$ cat config.mk
export PLATFORM = sky130hd
export DESIGN_NAME = if_stage
export DESIGN_NICKNAME = d
export VERILOG_FILES = /design/src/rtl/rv32imc_types.sv /design/src/rtl/if_stage.sv
export SDC_FILE = /design/constraint.sdc
export NUM_CORES = 1
export LEC_CHECK = 0
export BUFFER_PORTS_ARGS = -buffer_cell sky130_fd_sc_hd__buf_4
export CORE_MARGIN = 4
export CORE_UTILIZATION = 52
export DETAILED_ROUTE_END_ITERATION = 6
export HOLD_SLACK_MARGIN = 0.05
export PLACE_DENSITY_LB_ADDON = 0.25
export SYNTH_ARGS = -nofsm -noshare
export SYNTH_HDL_FRONTEND = slang
export SYNTH_SLANG_ARGS = --single-unit
$ cat constraint.sdc
create_clock -name clk -period 3.2 [get_ports clk]
set_clock_uncertainty 0.15 [all_clocks]
set_input_delay 0.64 -clock clk [delete_from_list [all_inputs] [get_ports clk]]
set_output_delay 0.64 -clock clk [all_outputs]
set_load 0.02 [all_outputs]
$ cat src/rtl/rv32imc_types.sv
// Shared types for the rv32imc core: fetch FSM states, RVFI fetch info and
// the IF->ID pipeline register layout.
package rv32imc_types;

  localparam logic [3:0] IMEM_FULL_MASK = 4'hF;

  typedef enum logic [1:0] {
    FETCH = 2'd0,  // request driven this cycle
    WAIT  = 2'd1,  // request outstanding, response not yet seen
    HOLD  = 2'd2   // response captured, waiting for downstream to accept
  } fetch_state_t;

  typedef struct packed {
    logic        valid;
    logic [31:0] pc_rdata;
    logic [31:0] pc_wdata;
  } rvfi_t;

  typedef struct packed {
    logic [31:0] pc;
    logic [31:0] pc_next;
    rvfi_t       rvfi;
  } if_stage_t;

  // Sequential next-PC; wraps modulo 2^32.
  function automatic logic [31:0] pc_plus4(input logic [31:0] pc);
    return pc + 32'd4;
  endfunction

endpackage

$ cat src/rtl/if_stage.sv
// Instruction fetch stage: owns the PC, issues one word read at a time,
// holds a response across stalls and applies branch redirects, discarding
// any response that belongs to a fetch made before the redirect.
//
// Handshake: a request is the single cycle with imem_rmask = 4'hF; its
// response is the single imem_resp pulse in a later cycle. Downstream accepts
// if_stage_reg on a cycle with i_if_reg_we = 1; i_pc_we = 0 stalls the PC.
// i_flush wins over both stall and advance.
import rv32imc_types::*;

module if_stage #(
  parameter logic [31:0] RESET_PC = 32'h1ECEB000
) (
  input  logic         clk,
  input  logic         rst,
  input  logic         i_pc_we,
  input  logic         i_if_reg_we,
  input  logic         i_flush,
  input  logic [31:0]  i_target,
  output logic [31:0]  imem_addr,
  output logic [3:0]   imem_rmask,
  input  logic         imem_resp,
  output if_stage_t    if_stage_reg,
  output fetch_state_t dbg_state
);

  fetch_state_t state, state_n;
  logic [31:0]  pc, pc_n;
  logic         redirect_pend, redirect_pend_n;
  logic [31:0]  redirect_q, redirect_q_n;
  if_stage_t    if_reg_n;
  logic [31:0]  target;
  logic         resp_ok;
  logic         adv;

  assign target     = i_target & ~32'h3;
  assign imem_addr  = pc;
  assign imem_rmask = (state == FETCH && !rst) ? IMEM_FULL_MASK : 4'h0;
  assign dbg_state  = state;

  // A response is usable when it arrives in WAIT or was parked in HOLD.
  assign resp_ok = (imem_resp && state == WAIT) || (state == HOLD);
  assign adv     = resp_ok && i_pc_we && i_if_reg_we && !redirect_pend && !i_flush;

  // Next-state, PC, redirect and pipeline-register selection.
  always_comb begin
    state_n         = state;
    pc_n            = pc;
    redirect_pend_n = redirect_pend;
    redirect_q_n    = redirect_q;
    if_reg_n        = if_stage_reg;
    case (state)
      FETCH: begin
        // The request just issued stays outstanding even on a flush, so the
        // redirect is parked until its response has been swallowed.
        state_n = WAIT;
        if (i_flush) begin
          redirect_q_n    = target;
          redirect_pend_n = 1'b1;
        end
      end
      WAIT: begin
        if (imem_resp) begin
          state_n = FETCH;
          if (i_flush) begin
            pc_n            = target;
            redirect_pend_n = 1'b0;
          end else if (redirect_pend) begin
            pc_n            = redirect_q;
            redirect_pend_n = 1'b0;
          end else if (adv) begin
            pc_n = pc_plus4(pc);
          end else begin
            state_n = HOLD;
          end
        end else if (i_flush) begin
          redirect_q_n    = target;
          redirect_pend_n = 1'b1;
        end
      end
      HOLD: begin
        if (i_flush) begin
          pc_n    = target;
          state_n = FETCH;
        end else if (adv) begin
          pc_n    = pc_plus4(pc);
          state_n = FETCH;
        end
      end
      default: state_n = FETCH;
    endcase

    if (i_flush) begin
      if_reg_n = '0;
    end else if (adv) begin
      if_reg_n.pc            = pc;
      if_reg_n.pc_next       = pc_plus4(pc);
      if_reg_n.rvfi.valid    = 1'b1;
      if_reg_n.rvfi.pc_rdata = pc;
      if_reg_n.rvfi.pc_wdata = pc_plus4(pc);
    end
  end

  // State, PC, redirect and IF/ID register update with synchronous reset.
  always_ff @(posedge clk) begin
    if (rst) begin
      state         <= FETCH;
      pc            <= RESET_PC;
      redirect_pend <= 1'b0;
      redirect_q    <= 32'h0;
      if_stage_reg  <= '0;
    end else begin
      state         <= state_n;
      pc            <= pc_n;
      redirect_pend <= redirect_pend_n;
      redirect_q    <= redirect_q_n;
      if_stage_reg  <= if_reg_n;
    end
  end

endmodule

==> results of run 1 <==
layout by cell type (no fill, tap or decap), types with 7 or more instances in the layout:
cell type  instances
o21ai_0           49
clkbuf_16         17
nand2_1          159
xor2_1            14
and3_1            11
nand3_1           23
buf_4            222
nor3_1            16
xnor2_1           23
conb_1            10
nor2_1            33
nand4_1           13
a21oi_1          108
a211oi_1          17
nor4_1            10
dfxtp_1          124
o211ai_1           7
critical path, stage by stage, from the launching register on:
cell,delay [ns]
dfxtp_1,0.43
nor2b_1,0.51
nor2_2,0.11
nor2_2,0.89
a221oi_1,0.16
o21ai_0,0.20
stage by stage:
stage          worst slack (ns)  utilization [%]  std cells
3_3_place_gp              0.610             61.8       1113
3_5_place_dp              0.600             61.8       1113
2_1_floorplan             0.503                -        863
6_report                  0.664             66.5       1144
5_1_grt                   0.353             66.5       1144
4_1_cts                   0.645             66.5       1144
cell families (layout without fill, tap and decap cells):
kind of cell | after synthesis | in the layout | share of synthesized area, %
compound gates | 227 | 227 | 20.4
xor+xnor | 37 | 37 | 4.88
fa+ha+maj | 1 | 1 | 0.188
buf+inv | 153 | 262 | 13.6
flops | 124 | 124 | 37.3
mux | 5 | 5 | 0.772
other cells | 1 | 10 | 0.0564
simple gates | 306 | 306 | 22.8
power by group:
part	internal (mW)	leakage [nW]	total [mW]	switching, mW
Combinational	0.211	2.04	0.547	0.335
Clock	1.28	0.284	1.93	0.654
Sequential	1.60	1.01	1.69	0.0841
how the worst max path moves through the flow:
stage,endpoint,slack [ns],cells past startpoint,start
CTS,imem_addr[4],0.65,5,dbg_state[1]
detailed placement,imem_addr[4],0.60,6,imem_resp
floorplan,imem_rmask[1],0.50,4,rst
finish,imem_addr[4],0.66,5,dbg_state[1]
global route,imem_addr[4],0.35,5,dbg_state[1]
global placement,imem_addr[4],0.61,6,imem_resp
synthesized netlist by cell type (2+ instances only):
library cell | instances | area, µm²
a211oi_1 | 18 | 135
a21oi_1 | 108 | 541
a221o_1 | 4 | 40.0
a221oi_1 | 3 | 26.3
a22oi_1 | 4 | 30.0
a31o_2 | 2 | 17.5
a31oi_1 | 3 | 18.8
and2_1 | 5 | 31.3
and3_1 | 11 | 68.8
and3b_1 | 2 | 17.5
and4_1 | 2 | 17.5
buf_1 | 2 | 7.51
buf_2 | 21 | 105
buf_4 | 80 | 601
clkbuf_1 | 43 | 161
dfxtp_1 | 124 | 2480
inv_1 | 5 | 18.8
mux2i_1 | 4 | 40.0
nand2_1 | 159 | 597
nand2b_1 | 2 | 12.5
nand3_1 | 23 | 115
nand3_2 | 2 | 20.0
nand3b_1 | 3 | 22.5
nand4_1 | 13 | 81.3
nand4_4 | 2 | 42.5
nor2_1 | 35 | 131
nor2b_1 | 2 | 12.5
nor3_1 | 16 | 80.1
nor4_1 | 10 | 62.6
nor4_2 | 2 | 25.0
nor4_4 | 3 | 63.8
o211ai_1 | 7 | 52.6
o21ai_0 | 49 | 245
o21bai_1 | 3 | 22.5
o221a_2 | 3 | 33.8
o221ai_1 | 2 | 17.5
o22ai_1 | 5 | 31.3
o32ai_1 | 4 | 35.0
or2_2 | 2 | 12.5
or3_1 | 5 | 31.3
xnor2_1 | 23 | 201
xor2_1 | 14 | 123
metal layers:
layer,GRT usage (%),share of wire [%]
met1,36.2,41
met2,41.6,45
met3,7.13,11
met4,12.6,3.3
met5,0,0
final cells by class:
class | instances | area share, %
well taps | 172 | 2.57
flip-flops and latches | 124 | 29.7
multi-input cells | 586 | 39.7
clock inverters | 6 | 1.32
repair buffers | 225 | 20.7
clock buffers | 25 | 5.81
inverters | 6 | 0.269
==> impl_metrics.py, run 1 <==
metrics = {
    "timing": {
        "setup_violations": 0,
        "hold_violations": 0,
        "fin_crit_sh_pct": 79.3,
        "rsz0062_at_grt": "no",
        "slew_violations": 0,
        "slew_headroom_pct": 22.4,
        "min_period_ns": 2.54,
        "fmax_mhz": 394,
        "tightestPinTransition_ns": 1.16,
        "tns_ns": 0,
        "holdWs_ns": 0.284,
    },
    "setup_path": {
        "cp_max_fo": 31,
        "worst_setup_path_end_kind": "flip-flop",
        "startpoint_type": "flip-flop",
        "r2r_end": "imem_addr[4]",
        "ff2ff_setup_slack_ns": 0.66,
        "required_ns": 3.39,
        "cp.arrival_ns": 2.73,
        "worstRegToRegCells": 5,
        "regToRegStartpoint": "dbg_state[1]",
        "path_class": "flip-flop to flip-flop",
    },
    "detailed_routing": {
        "drc": 0,
        "firstDrtPassIters": 5,
        "wl_per_cell_um": 18.0,
        "via_per_inst": 5.71,
        "dr.first_iter.drc_count": 555,
        "ant_nets": 0,
        "finalWirelength_um": 20600,
        "num_vias": 6527,
    },
    "logic_synthesis": {
        "synth-seq-area-share_pct": 37.3,
        "avgSynthCellArea_um2": 7.78,
        "ys_warn_count": 0,
        "synth_edf_count": 0,
        "async_flop_share_pct": 0,
        "synth_ff_type": "dfxtp_1",
        "ys_ff_latch": 124,
        "synth_area_um2": 6650,
        "synth_cells": 854,
        "synth.distinct_cells": 66,
    },
    "floorplanning": {
        "die_w_um": 121,
        "die-area_um2": 14700,
        "num_rows": 41,
        "initial_core_util_pct": 52.9,
        "ioPinCount": 205,
        "core_um2": 12600,
        "fp.dieH_um": 121,
    },
    "place": {
        "place_congestion": 0.953,
        "post-dp-hpwl_um": 14800,
        "io_buffers": 192,
        "dpl_cell_area_um2": 7760,
    },
    "cts": {
        "cts_resized": 0,
        "postCtsHoldBufs": 0,
        "cts_buffer_depth": 2,
        "clock_latency_ns": 0.42,
        "root_buffer": "clkbuf_16",
        "clk_pin_slew_ns": 0.05,
        "cts_sinks": 124,
        "cts_buffers": 17,
        "htree_levels": 4,
        "cts_tree": "done",
        "cts_setup_buffers": 0,
    },
    "final_layout": {
        "final_nets": 999,
        "drive_gt1_share_pct": 28.5,
        "num_antenna_cells": 0,
        "num-fill-cells": 1075,
        "largest_reg_flops": 61,
        "multi_input_area_um2": 3320,
        "area_growth_syn_to_layout_pct": 25.8,
        "fin_area_um2": 8360,
        "seq_area_um2": 2480,
    },
    "pwr": {
        "leakage_nw": 3.33,
        "total_power_mw": 4.17,
        "ir_worst_vdd_uv": 313,
        "power_density_nw_per_um2": 499,
    },
    "grt": {
        "grt_pass1_wl_um": 31300,
        "grt_pass1_vias": 5852,
        "grt_overflow_total": 0,
        "antenna_found_initial": 0,
        "grt_max_degree": 47,
        "grt_use_total_pct": 27.3,
    },
    "run_status": {
        "outcome": "completed",
    },
    "worst_hold_path": {
        "hold_path.class": "input port to flip-flop",
        "holdPathEnd": "dbg_state[0]",
        "hold_path_depth": 2,
        "hold_start": "imem_resp",
    },
    "job": {
        "maxCapViolations": 0,
    },
}
(Power assumes the default switching activity.)
==> inputs of run 2 (changes only) <==
Settings changed: ABC_AREA from default to 1, CORE_UTILIZATION 52 to 47.
Clock period 3.2 ns to 2.3 ns, I/O delays scaled along.
==> impl_metrics.py, run 2 <==
metrics = {
    "run_status": {
        "outcome": "completed",
    },
    "grt": {
        "grt_pass1_wl_um": 31500,
        "antenna_found_initial": 0,
        "grt_use_total_pct": 24.5,
        "grt_overflow_total": 0,
        "grt_pass1_vias": 5938,
        "grt_max_degree": 50,
    },
    "place": {
        "post-dp-hpwl_um": 15000,
        "placed_cells": 1285,
        "place_congestion": 0.918,
        "place_ws_ns": 0.186,
        "io_buffers": 192,
    },
    "pwr": {
        "leakage_nw": 3.98,
        "ir_worst_vdd_uv": 512,
        "power_density_nw_per_um2": 685,
    },
    "detailed_routing": {
        "drc": 0,
        "finalWirelength_um": 20300,
        "ant_nets": 0,
        "firstDrtPassIters": 5,
        "wl_per_cell_um": 15.4,
        "via_per_inst": 5.08,
        "num_vias": 6684,
        "dr.first_iter.drc_count": 539,
    },
    "final_layout": {
        "final-instance-count-excl-fill": 1316,
        "num_antenna_cells": 0,
        "fin_util_pct": 60.9,
        "final_nets": 1163,
        "drive_gt1_share_pct": 26.3,
        "final_common_cell": "nand2_1",
        "area_growth_syn_to_layout_pct": 26.2,
        "mostFrequentLayoutCells": "nand2_1, buf_4, dfxtp_1",
        "largest_reg_flops": 61,
    },
    "setup_path": {
        "cp.arrival_ns": 2.27,
        "startpoint_type": "flip-flop",
        "path_class": "flip-flop to flip-flop",
        "cp_max_fo": 4,
        "required_ns": 2.45,
        "worst_setup_path_end_kind": "flip-flop",
        "ff2ff_setup_slack_ns": 0.18,
    },
    "logic_synthesis": {
        "synth_ff_type": "dfxtp_1",
        "yosys.cell_count.top_type": "nand2_1",
        "synth_common_cells": "nand2_1, dfxtp_1, a21oi_1",
        "ys_ff_latch": 124,
        "ys_warn_count": 0,
        "synth-seq-area-share_pct": 36.9,
        "synth_cells": 998,
        "synth_edf_count": 0,
        "synth.distinct_cells": 36,
        "yosys.area.top_type_share_pct": 36.9,
        "avgSynthCellArea_um2": 6.73,
        "ys_top_cells_by_area": "dfxtp_1, nand2_1, buf_4",
        "yosysTopAreaCell": "dfxtp_1",
        "async_flop_share_pct": 0,
        "synth_area_um2": 6720,
    },
    "floorplanning": {
        "initial_core_util_pct": 48.2,
        "die_w_um": 128,
        "die-area_um2": 16300,
        "num_rows": 43,
        "core_um2": 13900,
        "ioPinCount": 205,
        "fp.dieH_um": 128,
    },
    "cts": {
        "cts_tree": "done",
        "cts_buffers": 17,
        "clock_latency_ns": 0.42,
        "htree_levels": 4,
        "cts_buffer_depth": 2,
        "root_buffer": "clkbuf_16",
        "cts_setup_buffers": 0,
        "clk_pin_slew_ns": 0.06,
        "cts_sinks": 124,
    },
    "timing": {
        "slew_headroom_pct": 64.4,
        "fin_crit_sh_pct": 92.2,
        "rsz0062_at_grt": "no",
        "tightestPinTransition_ns": 0.533,
        "hold_violations": 0,
        "min_period_ns": 2.12,
        "tns_ns": 0,
        "fmax_mhz": 471,
        "slew_violations": 0,
        "holdWs_ns": 0.178,
        "finalWorstSetupSlack_ns": 0.178,
        "setup_violations": 0,
    },
    "worst_hold_path": {
        "hold_path.class": "input port to flip-flop",
    },
    "job": {
        "maxCapViolations": 0,
    },
}
run 2: kinds of logic after synthesis:
logic type      Yosys count  share of synthesized area, %
compound gates          224                          18.2
xor+xnor                  7                         0.912
fa+ha+maj                 1                         0.186
buf+inv                 223                          17.8
flops                   124                          36.9
other cells               1                        0.0558
simple gates            418                          25.9
run 2: power by group:
part	switching [mW]	leakage (nW)	internal, mW
logic	0.539	2.67	0.316
registers	0.0894	1.01	2.25
clock network	0.926	0.292	1.69
total	1.55	3.98	4.25
run 2: cell type report:
class | count | area, µm²
tap | 180 | 225
fill | 1334 | 5450
clock buffer | 23 | 488
clock inverter | 8 | 90.1
sequential | 124 | 2480
inverter | 95 | 357
timing repair buffer | 226 | 1730
multi-input combinational | 660 | 3100
run 2: metrics by stage:
step                      total power [mW]  cell area (µm²)
after floorplan                       2.92             6760
after global placement                3.21             7890
after detailed placement              3.22             7890
after CTS                             5.83             8460
after global routing                  6.02             8480
final                                 5.81             8480
run 2: worst paths after layout:
check,startpoint,cells after the start,end
max,imem_addr[11],14,imem_addr[20]
min,i_target[2],3,redirect_q[2]
max reg2reg,imem_addr[11],14,imem_addr[20]
min reg2reg,redirect_q[21],2,redirect_q[21]
run 2: routing by layer:
layer | part of all wire (%) | vias up | global-route usage (%)
met5 | 0 | - | 0
met4 | 1.5 | 0 | 8.05
met3 | 9.7 | 26 | 5.64
met2 | 44 | 303 | 36.6
met1 | 45 | 2996 | 35.0
li1 | - | 3359 | -
run 2: worst max-delay path: stages (launching register included):
cell,delay [ns]
dfxtp_1,0.41
buf_4,0.16
nand2_1,0.09
nor2_1,0.24
nand2_1,0.10
nor2_1,0.20
nand2_1,0.08
nand2_1,0.07
nand2_1,0.05
nand2_1,0.15
nand2_1,0.08
nand2_1,0.06
nand2_1,0.04
nand2_1,0.06
a21oi_1,0.05
run 2: what timing repair did:
action,4_1_cts,5_1_grt
hold buffers,0,0
setup endpoints to repair,0,5
resized for setup,0,6
==> inputs of run 3 (changes only) <==
Settings changed: CELL_PAD_IN_SITES_DETAIL_PLACEMENT from default to 1, CELL_PAD_IN_SITES_GLOBAL_PLACEMENT from default to 2, CORE_UTILIZATION 47 to 25.
==> impl_metrics.py, run 3 (synthesis gave the netlist of run 2 again) <==
metrics = {
    "cts": {
        "clk_pin_slew_ns": 0.06,
        "root_buffer": "clkbuf_16",
        "cts_tree": "done",
        "cts_buffer_depth": 2,
        "cts_sinks": 124,
        "clock_latency_ns": 0.42,
        "cts_setup_buffers": 0,
        "cts_buffers": 17,
        "htree_levels": 4,
    },
    "grt": {
        "antenna_found_initial": 0,
        "met1_usage_pct": 25.7,
        "grt_pass1_wl_um": 38800,
        "grt_util_met2_pct": 25.4,
        "grt_pass1_vias": 6470,
        "grt_busiest_layer": "met1",
        "grt_use_total_pct": 17.2,
        "grt_max_degree": 47,
        "grt_util_met3_pct": 3.38,
        "grt_overflow_total": 0,
    },
    "pwr": {
        "leakage_nw": 4.05,
        "power_density_nw_per_um2": 664,
        "total_power_mw": 5.86,
        "ir_worst_vdd_uv": 396,
    },
    "worst_hold_path": {
        "hold_path.class": "input port to flip-flop",
        "hold_start": "i_target[5]",
        "holdPathEnd": "imem_addr[5]",
        "hold_path_depth": 3,
    },
    "job": {
        "maxCapViolations": 0,
    },
    "final_layout": {
        "mostFrequentLayoutCells": "nand2_1, buf_4, dfxtp_1",
        "seq_area_um2": 2490,
        "final_common_cell": "nand2_1",
        "area_growth_syn_to_layout_pct": 31.3,
        "num_antenna_cells": 0,
        "multi_input_area_um2": 3100,
        "largest_reg_flops": 61,
        "final_nets": 1181,
        "num-fill-cells": 3357,
        "final-instance-count-excl-fill": 1490,
        "drive_gt1_share_pct": 28.2,
        "fin_area_um2": 8820,
        "fin_util_pct": 33.6,
    },
    "detailed_routing": {
        "firstDrtPassIters": 5,
        "via_per_inst": 4.53,
        "ant_nets": 0,
        "dr.first_iter.drc_count": 316,
        "wl_per_cell_um": 17.4,
        "num_vias": 6748,
        "drc": 0,
        "finalWirelength_um": 25900,
    },
    "setup_path": {
        "timing.critical_path.buf_inv": 0,
        "critPathTopFamily": "simple AND/OR/NAND/NOR gates",
        "path_class": "flip-flop to flip-flop",
        "ff2ff_setup_slack_ns": 0.18,
        "slowest_stage": "dfxtp_2",
        "worstRegToRegCells": 11,
        "startpoint_type": "flip-flop",
        "max_stage_delay_ns": 0.38,
        "r2r_end": "imem_addr[16]",
        "regToRegStartpoint": "imem_addr[3]",
        "cp_common_cell": "nand2_1",
        "cp.arrival_ns": 2.32,
        "worst_setup_path_end_kind": "flip-flop",
        "crit_chain": "ha_2 -> nand3_2 -> nor2_1 -> nand3_1 -> xnor2_1 -> nand2_1 -> nand2_1 -> nand2_1 -> nand2_1 -> nand2_1 -> a21oi_1",
        "required_ns": 2.50,
        "cp_max_fo": 4,
    },
    "timing": {
        "rsz0062_at_grt": "no",
        "finalWorstSetupSlack_ns": 0.176,
        "slew_violations": 0,
        "tns_ns": 0,
        "fmax_mhz": 471,
        "min_period_ns": 2.12,
        "fin_crit_sh_pct": 92.4,
        "tightestPinTransition_ns": 0.552,
        "slew_headroom_pct": 63.1,
        "hold_violations": 0,
        "setup_violations": 0,
        "holdWs_ns": 0.181,
    },
    "run_status": {
        "outcome": "completed",
    },
    "floorplanning": {
        "num_rows": 59,
        "initial_core_util_pct": 25.6,
        "ioPinCount": 205,
        "die-area_um2": 29600,
        "core_um2": 26300,
        "fp.dieH_um": 172,
        "die_w_um": 172,
    },
    "place": {
        "place_ws_ns": 0.103,
        "post-dp-hpwl_um": 19600,
        "place_congestion": 0.788,
        "dpl_cell_area_um2": 8240,
        "placed_cells": 1458,
        "io_buffers": 192,
    },
}
==> run 3: cell types whose count changed in the layout (fill, tap and decap cells not counted), moves of 2 or more <==
cell,delta
buf_12,+2
buf_4,+16
clkinvlp_4,+4
dfxtp_1,-7
dfxtp_2,+7
==> run 3: per-layer routing <==
layer	vias to the layer above	wire [µm]
met1	3161	13100
met3	15	1390
met4	0	275
li1	3403	-
met5	-	0
met2	169	11100
==> run 3: what timing repair did <==
action | CTS | global route
resized for setup | 0 | 12
setup endpoints to repair | 0 | 16
hold buffers | 0 | 0
==> run 3: where the power goes <==
group / total [mW] / switching, mW / internal [mW]
Clock: 2.59 / 1.03 / 1.56
Combinational: 0.923 / 0.585 / 0.339
Sequential: 2.34 / 0.0932 / 2.25
Total: 5.86 / 1.71 / 4.15
==> run 3: final cells by class <==
cell class                 count  share of cell area (%)
tap                          335                    4.75
multi-input combinational    660                    35.1
timing repair buffer         244                    21.5
sequential                   124                    28.3
clock inverter                11                    1.06
inverter                      95                    4.04
clock buffer                  21                    5.33
==> run 3: worst max-delay path by stage <==
| stage | from | endpoint | cells after the start |
|---|---|---|---|
| 6_report | imem_addr[3] | imem_addr[16] | 11 |
| 3_3_place_gp | imem_addr[3] | imem_addr[12] | 14 |
| 2_1_floorplan | rst | imem_rmask[1] | 4 |
| 4_1_cts | imem_addr[5] | imem_addr[27] | 13 |
| 3_5_place_dp | imem_addr[5] | imem_addr[27] | 13 |
| 5_1_grt | imem_addr[3] | imem_addr[16] | 11 |
==> run 3: worst register-to-register path, cell delays in order (launching register included) <==
cell and delay (ns):
dfxtp_2 0.38, ha_2 0.22, nand3_2 0.12, nor2_1 0.34, nand3_1 0.15, xnor2_1 0.16, nand2_1 0.15, nand2_1 0.10
nand2_1 0.05, nand2_1 0.07, nand2_1 0.05, a21oi_1 0.11
